==> src/rtl/vliw_hazard_scoreboard.sv <==
// Hazard unit for an N-slot VLIW pipeline between IF/ID and ID/EX.
// A per-register countdown scoreboard tracks in-flight loads. A bundle that
// reads a busy register stalls until that register's counter reaches zero.
// A taken branch squashes IF/ID for BR_PENALTY cycles, and the flush takes
// priority over a stall. The number of load-use stall cycles is counted and
// the count saturates.
module vliw_hazard_scoreboard #(
  parameter int SLOTS      = 2,
  parameter int SRCS       = 2,
  parameter int REG_W      = 3,
  parameter int LOAD_LAT   = 2,
  parameter int BR_PENALTY = 2,
  parameter int R0_ZERO    = 0
) (
  input  logic                         clk,
  input  logic                         reset,
  input  logic                         id_valid,
  input  logic [SLOTS*SRCS*REG_W-1:0]  id_src,
  input  logic [SLOTS*SRCS-1:0]        id_src_vld,
  input  logic [SLOTS*REG_W-1:0]       id_dst,
  input  logic [SLOTS-1:0]             id_is_load,
  input  logic                         branch_taken,
  output logic                         control_mux,
  output logic                         pc_write,
  output logic                         if_id_write,
  output logic                         if_id_flush,
  output logic [15:0]                  stall_count
);

  localparam int NREGS = 2**REG_W;
  localparam int NOPS  = SLOTS*SRCS;
  localparam int CW    = (LOAD_LAT < 1) ? 1 : $clog2(LOAD_LAT+1);
  localparam int FW    = $clog2(BR_PENALTY+1);

  logic [NREGS-1:0][CW-1:0] r_sb_cnt;
  logic [FW-1:0]            r_flush_cnt;
  logic [15:0]              r_stall_cnt;

  logic [NREGS-1:0] w_busy;
  logic [NREGS-1:0] w_set;
  logic             w_src_hit;
  logic             w_hz;
  logic             w_flush_active;
  logic             w_stall;
  logic             w_issue;

  // Busy map: a register with a non-zero counter. R0 can be hardwired clean.
  always_comb begin
    for (int r = 0; r < NREGS; r++) w_busy[r] = (r_sb_cnt[r] != '0);
    if (R0_ZERO != 0) w_busy[0] = 1'b0;
  end

  // Hazard check. Every used operand of every slot is tested against the busy map.
  always_comb begin
    w_src_hit = 1'b0;
    for (int k = 0; k < NOPS; k++)
      if (id_src_vld[k] && w_busy[id_src[k*REG_W +: REG_W]]) w_src_hit = 1'b1;
  end

  // Reset gates the flush and stall terms, so the outputs read idle while reset is held.
  assign w_flush_active = !reset && (branch_taken || (r_flush_cnt != '0));
  assign w_hz           = !reset && id_valid && w_src_hit;
  assign w_stall        = w_hz && !w_flush_active;
  assign w_issue        = !reset && id_valid && !w_hz && !w_flush_active;

  // Scoreboard set vector. Only issued load slots mark a destination busy.
  always_comb begin
    w_set = '0;
    for (int s = 0; s < SLOTS; s++)
      if (w_issue && id_is_load[s]) w_set[id_dst[s*REG_W +: REG_W]] = 1'b1;
  end

  // Per-register countdown. A fresh load reloads the full latency, and a set beats the decrement.
  always_ff @(posedge clk or posedge reset) begin
    if (reset) begin
      r_sb_cnt <= '0;
    end else begin
      for (int r = 0; r < NREGS; r++) begin
        if (w_set[r])                r_sb_cnt[r] <= CW'(LOAD_LAT);
        else if (r_sb_cnt[r] != '0)  r_sb_cnt[r] <= r_sb_cnt[r] - CW'(1);
      end
    end
  end

  // Flush countdown. The branch cycle itself flushes; the counter covers the remaining cycles.
  always_ff @(posedge clk or posedge reset) begin
    if (reset)                    r_flush_cnt <= '0;
    else if (branch_taken)        r_flush_cnt <= FW'(BR_PENALTY-1);
    else if (r_flush_cnt != '0)   r_flush_cnt <= r_flush_cnt - FW'(1);
  end

  // Saturating count of load-use stall cycles. Flush cycles are not counted.
  always_ff @(posedge clk or posedge reset) begin
    if (reset)                                  r_stall_cnt <= '0;
    else if (w_stall && r_stall_cnt != 16'hFFFF) r_stall_cnt <= r_stall_cnt + 16'd1;
  end

  assign stall_count = r_stall_cnt;

  // Pipeline controls: flush over stall over idle.
  always_comb begin
    control_mux = 1'b1;
    pc_write    = 1'b1;
    if_id_write = 1'b1;
    if_id_flush = 1'b0;
    if (w_flush_active) begin
      control_mux = 1'b0;
      if_id_flush = 1'b1;
    end else if (w_stall) begin
      control_mux = 1'b0;
      pc_write    = 1'b0;
      if_id_write = 1'b0;
    end
  end

endmodule

==> config.mk <==
export PLATFORM = sky130hd
export DESIGN_NAME = vliw_hazard_scoreboard
export DESIGN_NICKNAME = d
export VERILOG_FILES = /design/src/rtl/vliw_hazard_scoreboard.sv
export SDC_FILE = /design/constraint.sdc
export NUM_CORES = 1
export LEC_CHECK = 0
export CELL_PAD_IN_SITES_DETAIL_PLACEMENT = 1
export CELL_PAD_IN_SITES_GLOBAL_PLACEMENT = 2
export CORE_ASPECT_RATIO = 1.1
export CORE_UTILIZATION = 30
export CTS_CLUSTER_SIZE = 28
export DETAILED_ROUTE_END_ITERATION = 16
export DONT_BUFFER_PORTS = 1
export GPL_ROUTABILITY_DRIVEN = 0
export PLACE_DENSITY_LB_ADDON = 0.1
export REMOVE_ABC_BUFFERS = 1
export SLEW_MARGIN = 25
export SYNTH_ARGS = -nofsm -noshare
export SYNTH_HDL_FRONTEND = slang
export SYNTH_SLANG_ARGS = --single-unit
==> constraint.sdc <==
create_clock -name clk -period 5.6 [get_ports clk]
set_input_delay 1.12 -clock clk [delete_from_list [all_inputs] [get_ports clk]]
set_output_delay 1.12 -clock clk [all_outputs]
set_load 0.1 [all_outputs]
# Word-level counts from Yosys, hierarchy flattened
# Cells that the tools add are included.
[totals]
word_cells = 107
inputBits = 28
reg_bits = 34
[classes]
n_eq_ne = 1
bitwise_logic = 1
n_reduce_logical = 37
order_cmp = 8
muxes = 40
addsub = 10
[ops]
columns = ["cell", "n"]
rows = [
  ["$mux W2", 18],
  ["$reduce_bool A2 Y1", 18],
  ["$lt A3 B4 Y1 const B", 6],
  ["$sub A2 B1 Y2 const B", 9],
  ["$add A16 B1 Y16 const B", 1],
  ["$mux W8", 2],
  ["$ne A16 B16 Y1 const B", 1],
  ["$logic_and A1 B1 Y1", 15],
  ["$mux W1", 14],
  ["$bmux W1 S3", 4],
  ["$or A8 B8 Y8", 1],
  ["$demux W1 S3", 2],
  ["$ge A3 B1 Y1 const B", 2],
  ["$logic_not A1 Y1", 3],
  ["$logic_or A1 B1 Y1", 1],
]

# Depth between registers and ports, before layout
# Gate-level depths: netlist (run 1).
[depth]
ltp_word = 17
ltp_mapped = 10
depth_no_buf = 8

# Least setup slack after synthesis (run 1)
# Ideal clock, no wire load.
[synth_path]
path_type = "input to output"
from = "input id_src[11]"
to = "output control_mux"
setup_slack_ns = 0.674
n_path_buf = 1
path_stages = 6
t_required_ns = 4.480
arrival_time_ns = 3.806
cell_sequence = "buf_4 mux2i_1 mux4_2 a22oi_4 nand2_1 a21oi_1"
[synth_between]
elab_chain_len = 8
[synth_rtl]
columns = ["element", "line", "rtl"]
rows = [
  ["start: declaration", "18", "input logic [SLOTS*SRCS*REG_W-1:0] id_src,"],
  ["$bmux W1 S3", "57", "if (id_src_vld[k] && w_busy[id_src[k*REG_W +: REG_W]]) w_src_hit = 1'b1;"],
  ["$mux W1 (not written as such)", "57", ""],
  ["$logic_and A1 B1 Y1", "57", ""],
  ["$mux W1", "57", ""],
  ["$logic_and A1 B1 Y1", "62", "assign w_hz = !reset && id_valid && w_src_hit;"],
  ["$logic_and A1 B1 Y1", "63", "assign w_stall = w_hz && !w_flush_active;"],
  ["$mux W1", "109", "end else if (w_stall) begin"],
  ["$mux W1", "106", "if (w_flush_active) begin"],
  ["end: declaration", "23", "output logic control_mux,"],
]
# Every way passes these cells. The select of a mux whose other input is x is not followed.

# Worst setup path after layout (run 1)
[layout_path]
from = "register r_sb_cnt[0] in the netlist's numbering"
to = "output pc_write"
[layout_between]
elab_chain_len = 12
word_cells_on_any_way = 21
[layout_rtl]
columns = ["element", "line", "rtl"]
rows = [
  ["start: declaration", "35", "logic [NREGS-1:0][CW-1:0] r_sb_cnt;"],
  ["start signal: indexed assignment", "79", "if (w_set[r]) r_sb_cnt[r] <= CW'(LOAD_LAT);"],
  ["$reduce_bool A2 Y1 (*)", "49", "for (int r = 0; r < NREGS; r++) w_busy[r] = (r_sb_cnt[r] != '0);"],
  ["$bmux W1 S3", "57", ""],
  ["$mux W1 (not written as such)", "57", ""],
  ["$logic_and A1 B1 Y1", "57", ""],
  ["$mux W1 (3 in a row)", "57", ""],
  ["$mux W1 (*)", "57", ""],
  ["$logic_and A1 B1 Y1 (*)", "62", ""],
  ["$logic_and A1 B1 Y1 (*)", "63", ""],
  ["$mux W1 (*) (2 in a row)", "n/a", ""],
  ["end: declaration", "24", "output logic pc_write,"],
]
# Mark *: on every way between the ends. The rest lies on a longest branch, timed or not. The select of a mux whose other input is x is not followed.

==> results of run 1 <==
[cell usage after synthesis, types with 2 or more instances]
library cell	n
dfrtp_1	34
inv_1	21
mux2i_1	16
nor2_1	15
xnor2_1	15
ha_1	10
nand2_1	10
xor2_1	9
nand3_2	7
clkbuf_2	6
nand4_1	6
nor2b_1	6
a21oi_1	5
and3_1	5
and4_1	5
nand3_1	5
mux4_2	4
o221ai_1	4
a221o_1	3
a32oi_1	3
buf_2	3
buf_4	3
a22oi_4	2
clkbuf_1	2
mux2_2	2
o31ai_1	2
[cells by family after synthesis]
family	after synthesis	synth area share (%)
compound gates	24	9.938
simple gates	63	17.18
mux	22	12.24
xor+xnor	24	9.433
fa+ha+maj	10	5.615
buf+inv	36	7.412
flops	34	38.18
[critical path: stages, from the launching register on]
cell and delay (ns):
dfrtp_1 0.40, inv_1 0.06, ha_1 0.36, mux2i_1 0.13, mux4_2 0.51, a22oi_4 0.29, nand2_1 0.23, nand3_4 0.53
[registers in the layout, summed over array words and instances, names as in the netlist]
| signal | flops |
|---|---|
| r_flush_cnt | 2 |
| stall_count | 16 |
| r_sb_cnt | 16 |
[layer usage]
metal,part of all wire (%),vias up,routed length [um]
met2,55,27,2923
li1,-,733,-
met3,3.7,5,197
met1,40,795,2136
met4,1.4,0,72
met5,0,-,0
[layout make-up]
class                      count  area [um^2]
clock buffer                   6        82.58
sequential                    34        850.8
fill                         799         4702
timing repair buffer           3        22.52
tap                           85        106.4
multi-input combinational    143         1231
clock inverter                 2        12.51
inverter                      21        78.83
[power breakdown]
| group | total (mW) | internal [mW] | switching, mW |
|---|---|---|---|
| registers | 0.448 | 0.326 | 0.122 |
| clock network | 0.192 | 0.0988 | 0.0933 |
| logic | 0.524 | 0.230 | 0.293 |
| total | 1.16 | 0.655 | 0.508 |
[through the flow]
| step | cell area [um^2] | setup WS (ns) |
|---|---|---|
| 5_1_grt | 2385 | 1.501 |
| 6_report | 2385 | 1.668 |
| 3_3_place_gp | 2282 | 1.508 |
| 4_1_cts | 2385 | 1.607 |
| 3_5_place_dp | 2290 | 1.635 |
| 2_1_floorplan | 2142 | 0.8211 |
[path summary, 6_finish.rpt]
| path | slack (ns) | to | cells after the start |
|---|---|---|---|
| min in group asynchronous | 0.83 | r_flush_cnt[0] | 2 |
| max in group asynchronous | 4.44 | r_sb_cnt[5] | 2 |
| worst min-delay path | 0.50 | r_sb_cnt[9] | 2 |
| worst min register to register | 0.50 | r_sb_cnt[9] | 2 |
| worst max register to register | 2.49 | stall_count[3] | 6 |
| worst max-delay path | 1.67 | pc_write | 7 |
==> results.md, run 1 <==
Status:
- The flow ran to the end, but the final reports show violations.
- The final reports fail on DRC.

Timing:
- At the pin with the least slew margin, the transition time is 1.028 ns.
- For the final database, setup skew stands at 0.004877 ns.
- Measured against its own limit, the worst slew margin works out to 31.47%.
- The final hold slack is 0.4985 ns.
- The final period utilization is 70.21%.
- After routing, the total negative slack on setup checks comes to 0 ns.
- The final-report max-slew violation count is 0.
- The hold violation total from the final report came to 0.
- The worst path needs 3.932 ns of the cycle, external delays included.
- The highest clock frequency the design can meet is 254.3 MHz.
- Setup violations remaining at the end of the flow were counted as 0.
- Setup repair after global routing left no endpoint under its margin.

Synth:
- The register bit total from synthesis is 34.
- The post-synthesis cell count is 213.
- In this run the cell area of the synthesized design comes to 2228 um^2.
- Yosys attributes the largest share of cell area to dfrtp_1 (38%), mux2i_1 (7.2%), xnor2_1 (5.9%).
- For this run, the register share of the synthesized area comes to 38.18%.
- The number of synthesized flops with an enable pin is 0.
- The netlist uses 36 different library cells.
- In the synthesized netlist the dominant register cell turns out to be dfrtp_1.
- For this run, the number of Yosys warnings is 0.
- The async set-reset flop share out of synthesis is 100.0%.
- The largest area contributor in the netlist is dfrtp_1.
- Each instance of the synthesized netlist takes up on average 10.46 um^2.
- The share of the synthesized area in the top cell type is 38.18%.

Finish:
- At the end of the flow the core is filled with cells to 33.65%.
- The most frequent standard cell in the layout excluding fill and tap cells is dfrtp_1.
- Compared with the post-synthesis result, the final layout area differs by 7.019%.
- The top cell types in the final layout, fill and taps aside, are dfrtp_1 (34), inv_1 (21), mux2i_1 (16).
- The number of antenna diodes in the final layout is 0.
- The final cell count without fillers is 294.
- The number of nets in the layout is 246.
- The share of post-route cells with drive strength above 1 is 15.31%.

Clocking:
- Counting the buffers created by CTS gives 5.
- The number of clock sinks is 34.
- Clock-pin slew was measured on the worst setup and hold paths at 0.07 ns.
- After clock tree synthesis, the repair step resized 0 gates.
- Clock tree synthesis selected as its root buffer the cell clkbuf_8.
- The H-tree was split into 2 levels.
- The number of hold buffers added after CTS was 0.
- In this run the post-CTS setup repair buffer count came out at 0.
- The maximum root-to-sink buffer count is 2.
- The later pin in the worst-skew pair is clocked with a latency of 0.29 ns.
- The CTS tree is built.

Power:
- In this run the static leakage power is 1.055 nW.
- The total power density per cell area is 488.0 nW/um^2.
- The worst vdd rail ir drop is 0.2174 mV.
- After layout, the design draws a total of 1.164 mW.

Route:
- The number of nets still failing antenna checks after routing is 0.
- In the final routed layout, each cell accounts on average for 18.13 um.
- In the routed design, unresolved DRC markers number 8.
- For this block, the routed nets add up to 5.329 mm of wire.
- Detailed routing inserted a total of 1560 vias.
- The total iterations of the first detailed-routing run is 10.
- For this block, the initial DRC count from the detailed router was 74.
- After detailed routing, the number of vias per cell comes to 5.306.

Floorplanning:
- The die is 84.18 um wide.
- The I/O pin total is 48.
- The initial cell density of the core is 31.44%.
- The number of placement rows is 32.
- Measured along the y axis, the die boundary spans 92.39 um.
- The placeable core region is 7087 um^2.
- The floorplan step defined a die boundary enclosing 7777 um^2.

Place:
- Detailed placement ended at an HPWL of 4.162 mm.
- The quantity of I/O buffers inserted on ports is 0.
- After detailed placement, the design holds a cell count of 286.

Worst setup path:
- STA classifies the critical path endpoint as a primary output.
- The source of the critical timing path is r_sb_cnt[0].
- The kind of critical path is flop to primary output.
- At the worst endpoint, the arrival time is 2.81 ns.
- The critical path launch point type is a flop.
- Of all nets on the critical path, the largest fanout is 7.
- The required arrival time at the worst endpoint is 4.48 ns.
- In this run the critical register-to-register path is launched from stall_count[0].

Global route:
- The met1 global-route usage is 16.51%.
- Entering global routing, the biggest net connects 35 pins.
- For this run, the total global-route usage over all layers was measured as 15.18%.
- The first global-routing pass estimated 9.087 mm of wire.
- The most used routing layer is met2.
- The number of global-route vias before repair came to 1768.
- The initial antenna violation count is 0.
- The global routing usage on met2 is 28.76%.
- The sum of overflow across all layers after global routing is 0.
- Global routing consumed, on the met3 layer, 3.565% of the routing resources.

Job:
- The tool flagged a number of max-cap violations equal to 0.

Min path:
- The worst hold path belongs to the class flop to flop.
- The startpoint identified for the worst hold timing path is r_sb_cnt[9].
Power figures use the tool's default switching activity.
==> run 2: changes to the inputs <==
==> constraint.sdc (replaced) <==
create_clock -name clk -period 3.81 [get_ports clk]
set_input_delay 0.762 -clock clk [delete_from_list [all_inputs] [get_ports clk]]
set_output_delay 0.762 -clock clk [all_outputs]
set_load 0.1 [all_outputs]
==> results.md, run 2 (synthesized netlist as in run 1, its figures left out) <==
Clocking:
- Counting every sink on the clock net gives 34.
- The root buffer cell is clkbuf_8.
- The number of gates resized after CTS was 0.
- The CTS tree is built.
- The CTS buffer count is 5.
- The clock transition at the register clock pins on the worst setup and hold paths after CTS is 0.08 ns.
- The latest clock arrival within the worst-skew pair is 0.29 ns.
- The deepest level of the CTS H-tree is 2.
- The number of buffers inserted to repair setup after CTS is 0.
- The cts-stage hold buffer count is 0.
- The clock passes through at most 2 buffers.

Timing:
- The final critical path takes up 90.59% of the cycle.
- Across the routed clock network, the largest skew measured is 0.008923 ns.
- For the final routed database, the setup TNS stands at 0 ns.
- The highest clock frequency the design can meet is 289.7 MHz.
- The hold violation total from the final report is 0.
- Setup repair after global routing left no endpoint under its margin.
- Headroom to the max-slew limit came out at 35.65%.
- At the pin with the least slew margin, the transition time is 0.9653 ns.
- Setup violations remaining at the end of the flow were counted as 0.
- The routed design could run at a clock period as short as 3.451 ns.
- After layout, the worst setup slack is 0.3585 ns.
- The final-report max-slew violation count is 0.

Finish:
- The final-layout fill cell count is 804.
- After the flow finishes, the layout carries non-filler instances totaling 309.
- The share of post-route cells with drive strength above 1 is 20.98%.
- The antenna cell count is 0.
- The cell area after layout is 2521 um^2.
- The number of nets in the layout is 261.
- The library cells used most frequently in the layout, excluding fill and tap cells, are dfrtp_1 (34), inv_1 (21), buf_4 (17).
- From synthesis to final layout, the design area changed by 13.14%.
- Leaving out fill and tap cells, the most frequent cell in the layout is dfrtp_1.

Floorplanning:
- After floorplanning, the core was divided into 32 placement rows.
- The die covers 7777 um^2.
- The initial cell density of the core is 31.44%.
- 48 I/O pins were placed.
- The die is 84.18 um wide.
- In this run the standard cell core region covers 7087 um^2.
- The die is 92.39 um tall.

Route:
- The pre-antenna-repair detailed-routing pass consisted of 10 iterations.
- The routed length per placed instance is 17.27 um.
- The routed design has 5.335 mm of wire.
- The DRC marker count from the first detailed-route iteration is 41.
- The detail route stage leaves a number of antenna-violating nets equal to 0.
- The routed layout has 1632 vias.
- The per-cell via count in the routed design is 5.282.
- After detailed routing, the number of remaining DRC violations is 8.

Global route:
- Entering global routing, the biggest net connects 35 pins.
- The global-route total usage across every layer is 14.67%.
- The first global-routing pass estimated 8.756 mm of wire.
- The number of global-route vias before repair is 1745.
- The initial antenna violation count is 0.
- The total overflow left after global routing is 0.

Power:
- The post-layout total power is 1.774 mW.
- The worst vdd rail ir drop is 0.3436 mV.
- The total power density per cell area is 703.6 nW/um^2.
- The leakage power is 1.144 nW.

Job:
- The reported max-cap violation count is 0.

Worst setup path:
- The arrival time of data at the critical path endpoint is 2.69 ns.
- Data on the critical path is required at its endpoint by 3.05 ns.
- The critical path launch point type is a flop.
- By startpoint and endpoint, the worst setup path is classified as flop to primary output.
- The critical path capture point type is a primary output.
- The largest driver fanout on the critical path is 7.

Min path:
- The worst min-delay path category is primary input to async pin.

Place:
- The post-placement setup slack is 0.6534 ns.
- Port buffering added 0 buffers.
- The detailed placement HPWL is 4.126 mm.
- After detailed placement, the total cell area comes to 2407 um^2.
- The cell count after placement is 301.

Status:
- The final reports fail on DRC.
- The run finished, with violations left.
-- run 2: worst paths after layout --
path,startpoint,endpoint,slack [ns],cells past startpoint
min reg2reg,r_sb_cnt[1],r_sb_cnt[1],0.50,2
min in group clk,r_sb_cnt[1],r_sb_cnt[1],0.50,2
max reg2reg,stall_count[0],stall_count[15],1.04,7
max,r_sb_cnt[10],control_mux,0.36,8
min,reset,r_sb_cnt[11],0.46,2
max in group asynchronous,reset,r_sb_cnt[5],3.02,2
-- run 2: cell type report --
cell class                      instances  area (um^2)  share of cell area (%)
Clock buffer                            5        68.82                   2.730
Clock inverter                          3        45.04                   1.787
Inverter                               21        78.83                   3.127
Multi-Input combinational cell        143         1224                   48.54
Sequential cell                        34        850.8                   33.75
Tap cell                               85        106.4                   4.218
Timing Repair Buffer                   18        147.6                   5.856
-- run 2: through the flow --
stage,utilization [%],hold WS (ns)
2_1_floorplan,-,0.4590
3_3_place_gp,33.97,0.4724
3_5_place_dp,33.97,0.4876
4_1_cts,35.58,0.4701
5_1_grt,35.58,0.5020
6_report,35.58,0.4615
-- run 2: layer usage --
layer / wire length, um / vias to the layer above / GRT usage, %
met4: 82 / 0 / 5.747
met1: 2152 / 825 / 16.27
met5: 0 / - / 0
li1: - / 760 / -
met3: 326 / 7 / 4.189
met2: 2774 / 40 / 26.43
-- run 2: critical path: stages (launching register included) --
cell	delay [ns]
dfrtp_1	0.40
inv_1	0.06
ha_1	0.33
mux2i_1	0.13
mux4_2	0.51
a22oi_4	0.30
nand2_1	0.20
a21oi_2	0.17
buf_4	0.29
-- run 2: report_power, final --
group          leakage [nW]  switching (mW)  internal (mW)
Sequential            0.433          0.0601          0.481
Clock                0.0504           0.149          0.195
Combinational         0.661           0.534          0.354
Total                  1.14           0.744           1.03
==> run 3: changes to the inputs <==
--- a/config.mk
+++ b/config.mk
@@ -12,7 +12,7 @@
 export CTS_CLUSTER_SIZE = 28
 export DETAILED_ROUTE_END_ITERATION = 16
 export DONT_BUFFER_PORTS = 1
-export GPL_ROUTABILITY_DRIVEN = 0
+export GPL_ROUTABILITY_DRIVEN = 1
 export PLACE_DENSITY_LB_ADDON = 0.1
 export REMOVE_ABC_BUFFERS = 1
 export SLEW_MARGIN = 25
==> results of run 3 <==
Same layout as run 2: the final DEF is identical, and so are final timing and power.
